**config.mk**
```make
export PLATFORM = sky130hd
export DESIGN_NAME = irq_clear_master
export DESIGN_NICKNAME = d
export VERILOG_FILES = /design/src/rtl/irq_pkg.sv /design/src/rtl/irq_prio_enc.sv /design/src/rtl/irq_clear_master.sv
export SDC_FILE = /design/constraint.sdc
export NUM_CORES = 1
export LEC_CHECK = 0
export BUFFER_PORTS_ARGS = -buffer_cell sky130_fd_sc_hd__buf_2
export CORE_MARGIN = 2
export CORE_UTILIZATION = 40
export DETAILED_ROUTE_END_ITERATION = 10
export PLACE_DENSITY = 0.73
export SLEW_MARGIN = 20
export SYNTH_ARGS = -nofsm -noshare
export SYNTH_HDL_FRONTEND = slang
export SYNTH_SLANG_ARGS = --single-unit
```
**constraint.sdc**
```tcl
create_clock -name clk -period 2.38 [get_ports clk]
set_clock_uncertainty 0.05 [all_clocks]
set_input_delay 0.476 -clock clk [delete_from_list [all_inputs] [get_ports clk]]
set_output_delay 0.476 -clock clk [all_outputs]
set_load 0.02 [all_outputs]
```
**src/rtl/irq_pkg.sv**
```systemverilog
// Shared types and constants for the interrupt-acknowledge controller.
// Imported by the encoder and the controller top.
package irq_pkg;

  typedef enum logic [2:0] {
    S_IDLE,
    S_PEND,
    S_CLEAR,
    S_SETTLE,
    S_SERVICE
  } state_t;

  localparam logic [1:0]  CR1_ADDR  = 2'b01;
  localparam logic [15:0] CLR_WDATA = 16'h0000;

endpackage

```
**src/rtl/irq_prio_enc.sv**
```systemverilog
// Lowest-index-wins priority encoder.
// Index 0 is the highest priority.
module irq_prio_enc #(
  parameter int N = 4,
  parameter int W = 2
) (
  input  logic [N-1:0] req,
  output logic         any,
  output logic [W-1:0] idx
);

  assign any = |req;

  // Scan downward so the lowest set index is the last to win.
  always_comb begin
    idx = '0;
    for (int i = N - 1; i >= 0; i--) begin
      if (req[i]) idx = W'(i);
    end
  end

endmodule

```
**src/rtl/irq_clear_master.sv**
```systemverilog
// Interrupt acknowledge controller: selects a source, clears its
// request latch over the peripheral bus, and tracks service until EOI.
module irq_clear_master #(
  parameter int N_SRC   = 4,
  parameter int VEC_W   = 2,
  parameter int TIMEOUT = 15
) (
  input  logic             clk,
  input  logic             rst,
  input  logic [N_SRC-1:0] irq_in,
  input  logic [N_SRC-1:0] irq_en,
  output logic             cpu_irq,
  output logic [VEC_W-1:0] cpu_vec,
  input  logic             cpu_ack,
  input  logic             cpu_eoi,
  output logic             in_service,
  output logic             err_timeout,
  input  logic             err_clr,
  output logic [N_SRC-1:0] m_sel,
  output logic             m_we,
  output logic             m_re,
  output logic [1:0]       m_addr,
  output logic [15:0]      m_wdata,
  input  logic             m_rdy
);

  import irq_pkg::*;

  localparam int CW = $clog2(TIMEOUT + 1);

  state_t           state, state_n;
  logic [VEC_W-1:0] vec, vec_n;
  logic [CW-1:0]    cnt, cnt_n, cnt_inc;
  logic             err, err_n;
  logic             any;
  logic [VEC_W-1:0] idx;

  irq_prio_enc #(
    .N (N_SRC),
    .W (VEC_W)
  ) u_enc (
    .req (irq_in & irq_en),
    .any (any),
    .idx (idx)
  );

  always_ff @(posedge clk or posedge rst) begin
    if (rst) begin
      state <= S_IDLE;
      vec   <= '0;
      cnt   <= '0;
      err   <= 1'b0;
    end else begin
      state <= state_n;
      vec   <= vec_n;
      cnt   <= cnt_n;
      err   <= err_n;
    end
  end

  assign cnt_inc = cnt + 1'b1;

  always_comb begin
    state_n = state;
    vec_n   = vec;
    cnt_n   = cnt;
    err_n   = err_clr ? 1'b0 : err;
    unique case (state)
      S_IDLE: begin
        if (any) begin
          vec_n   = idx;
          state_n = S_PEND;
        end
      end
      S_PEND: begin
        if (cpu_ack) begin
          cnt_n   = '0;
          state_n = S_CLEAR;
        end
      end
      S_CLEAR: begin
        if (m_rdy) begin
          state_n = S_SETTLE;
        end else begin
          cnt_n = cnt_inc;
          // Timeout set wins over a same-cycle err_clr.
          if (cnt_inc == CW'(TIMEOUT)) begin
            err_n   = 1'b1;
            state_n = S_SERVICE;
          end
        end
      end
      S_SETTLE: state_n = S_SERVICE;
      S_SERVICE: begin
        if (cpu_eoi) state_n = S_IDLE;
      end
      default: state_n = S_IDLE;
    endcase
  end

  assign cpu_irq     = (state == S_PEND);
  assign in_service  = (state == S_SERVICE);
  assign cpu_vec     = vec;
  assign err_timeout = err;
  assign m_we        = (state == S_CLEAR);
  assign m_sel       = m_we ? (N_SRC'(1) << vec) : '0;
  assign m_addr      = m_we ? CR1_ADDR : 2'b00;
  assign m_wdata     = CLR_WDATA;
  assign m_re        = 1'b0;

endmodule

```
==> metrics.csv <==
stage,metric,value,unit
synthesis,Synth Instances,93,
die,initial core utilization,0.4358,
critical_path,critical path depth,4,
detailed_routing,vias per std cell,4.566,
synthesis,Synth Area in Compound Gates,0.1643,
critical_path,Critical Path Source Type,register,
global_routing,initial antenna violation count,0,
die,FP Rows,15,
detailed_routing,DRT antenna net count,0,
critical_path,CP Class,reg -> out,
pwr,Cell Pwr Density,937.8,nW/µm²
synthesis,synth warn,0,
sta,RSZ-0062 raised after global routing,false,
cts,CTS Root Cell,clkbuf_4,
outcome,status,"complete, no violations",
cts,cts bufs inserted,3,
synthesis,Post-synth top flop,dfrtp_1,
synthesis,Synth cell types,32,
synthesis,most frequent cells after synthesis,"buf_4, nand2_1, dfrtp_1, o21ai_0",
cts,Worst-path clk slew,0.07,ns
critical_path,Critical Path AT,1.58,ns
pwr,LEAKAGE,0.4760,nW
die,IO Pins,43,
cells_and_area,share of layout cells above drive strength 1,0.2627,
pwr,Tot Pwr,0.8260,mW
global_routing,pin count of the biggest net entering global routing,11,
synthesis,number of synthesized flops with an enable pin,0,
placement,cell total after placement,139,
critical_path,WP buf/inv,1,
hold_path,Hold Path Class,in -> async,
cts,clock sink count,10,
critical_path,CP max stage cell,dfrtp_1,
sta,setup TNS,0,ns
synthesis,largest family of logic cells by synthesized area,simple AND/OR/NAND/NOR gates,
cells_and_area,nets,135,
synthesis,adder-cell share of the synthesized area,0.03221,
cts,CTS H-tree depth,1,
critical_path,"delay-heaviest family, CP",simple AND/OR/NAND/NOR gates,
synthesis,dominant cells by area after synthesis,"dfrtp_1, buf_4, nand2_1, o21ai_0, ha_1",
sta,Fin. Hold Viols,0,
sta,final setup fails,0,
die,core area,1783,µm²
placement,port bufs,24,
sta,period utilisation layout,0.8832,
cells_and_area,area grow syn2layout,13.37,%
placement,DP HPWL,1157,µm
detailed_routing,Routed WL per cell,10.06,µm
synthesis,simple-gate share of the synthesized area,0.2206,
detailed_routing,total number of vias,653,
detailed_routing,DRC violations left,0,
global_routing,Congestion Overflow GR,0,
synthesis,most common cell in the netlist,buf_4,
die,Die Y,48.08,µm
cts,worst skew pair latency,0.27,ns
cts,Hold Buf Count CTS,0,
cts,post-CTS sizing,0,
placement,RD Place Congestion,0.8721,
cells_and_area,"Cell Count, Final, Fillers Out",143,
synthesis,Async SR Flop Fraction,1.000,
cts,clock tree buffer depth,2,
cts,TritonCTS clock tree,done,
critical_path,worst path cell trace,nand2b_1 -> nor2_1 -> and3_1 -> buf_2,
cells_and_area,# diodes,0,
synthesis,Avg Synthesized Cell Area,8.355,µm²
global_routing,total track usage,0.1380,
run,max cap viols,0,
placement,pre-CTS WS,0.6193,ns
critical_path,cell depth of the worst flop-to-flop path,5,
detailed_routing,DR iter-0 viols,3,
detailed_routing,Post-Route WL,1439,µm
synthesis,Seq cells post-synth,10,
synthesis,mux cell area share after synthesis,0.01449,
critical_path,CP max stage delay,0.45,ns
sta,Max Slew Vio Count,0,
global_routing,vias in the first global route,520,
critical_path,crit end category,output pin,
die,area of the die,2311,µm²
critical_path,required time of the critical path,1.85,ns
critical_path,r2r setup slk,0.64,ns
synthesis,post-synth top area share,0.3221,
sta,Final WS setup,0.2779,ns
synthesis,cell taking the most area after synthesis,dfrtp_1,
sta,minimum clock period,2.102,ns
detailed_routing,DR pass1 iterations,4,
synthesis,synthesized area,777.0,µm²
critical_path,"Max FO, Critical Path",7,
synthesis,"Seq/Total Area, Yosys",0.3221,
global_routing,first-pass GRT wire length,2208,µm
sta,fmax,475.7,MHz
cells_and_area,Filler cells,171,
pwr,Max IR drop VDD,0.5627,mV
cts,postcts setup bufs,0,
die,Die Width,48.08,µm
synthesis,Post-Synth XOR/XNOR Area,0.02254,
final cells by class:
type | instances | area (µm²) | area share
inverter | 6 | 22.52 | 0.02557
multi-input combinational | 74 | 420.4 | 0.4773
sequential | 10 | 250.2 | 0.2841
tap | 25 | 31.28 | 0.03551
timing repair buffer | 24 | 120.1 | 0.1364
clock buffer | 4 | 36.28 | 0.04119
registers in the layout (all words and copies together) (netlist names):
name / cells
state: 3
err_timeout: 1
cpu_vec: 2
cnt: 4
path summary, 6_finish.rpt:
check	end	from
worst min-delay path	cnt[1]	rst
worst max register to register	state[1]	cnt[0]
max in group asynchronous	cnt[3]	rst
worst min register to register	err_timeout	err_timeout
worst max-delay path	m_sel[3]	state[2]
min in group clk	state[1]	cpu_ack
metrics by stage:
step / area, µm² / hold WS, ns / util
CTS: 880.8 / 0.1338 / 0.4940
detailed placement: 844.6 / 0.4317 / 0.4737
global route: 880.8 / 0.1453 / 0.4940
finish: 880.8 / 0.1234 / 0.4940
floorplan: 840.8 / 0.2662 / -
global placement: 844.6 / 0.4266 / 0.4737
power breakdown:
| group | switching [mW] | internal [mW] | leakage (nW) | total (mW) |
|---|---|---|---|---|
| combinational | 0.228 | 0.140 | 0.323 | 0.368 |
| sequential | 0.0858 | 0.220 | 0.132 | 0.306 |
| clock | 0.0589 | 0.0929 | 0.0210 | 0.152 |
metal layers:
layer,share of wire,GRT usage,up-vias
li1,-,-,335
met4,0,0.03243,0
met5,0,0,-
met1,0.46,0.1777,288
met2,0.47,0.2160,30
met3,0.072,0.05660,0
cells by family (layout without fill, tap and decap cells):
group / count (synthesis) / after routing
AND/OR/NAND/NOR: 31 / 31
buffers and inverters: 26 / 34
AO/OA/AOI/OAI: 20 / 20
flip-flops: 10 / 10
adder cells (fa/ha/maj): 2 / 2
XOR/XNOR: 2 / 2
other: 1 / 18
multiplexers: 1 / 1
cell usage in the layout, fill, tap and decap left out, drive strengths merged, types with 3 or more instances in the layout:
cell / count
a21oi: 4
buf: 24
clkbuf: 4
conb: 18
dfrtp: 10
inv: 6
nand2: 11
nand2b: 3
nor2: 6
o21ai: 7
Note: power is estimated with default switching activity, not from simulation.
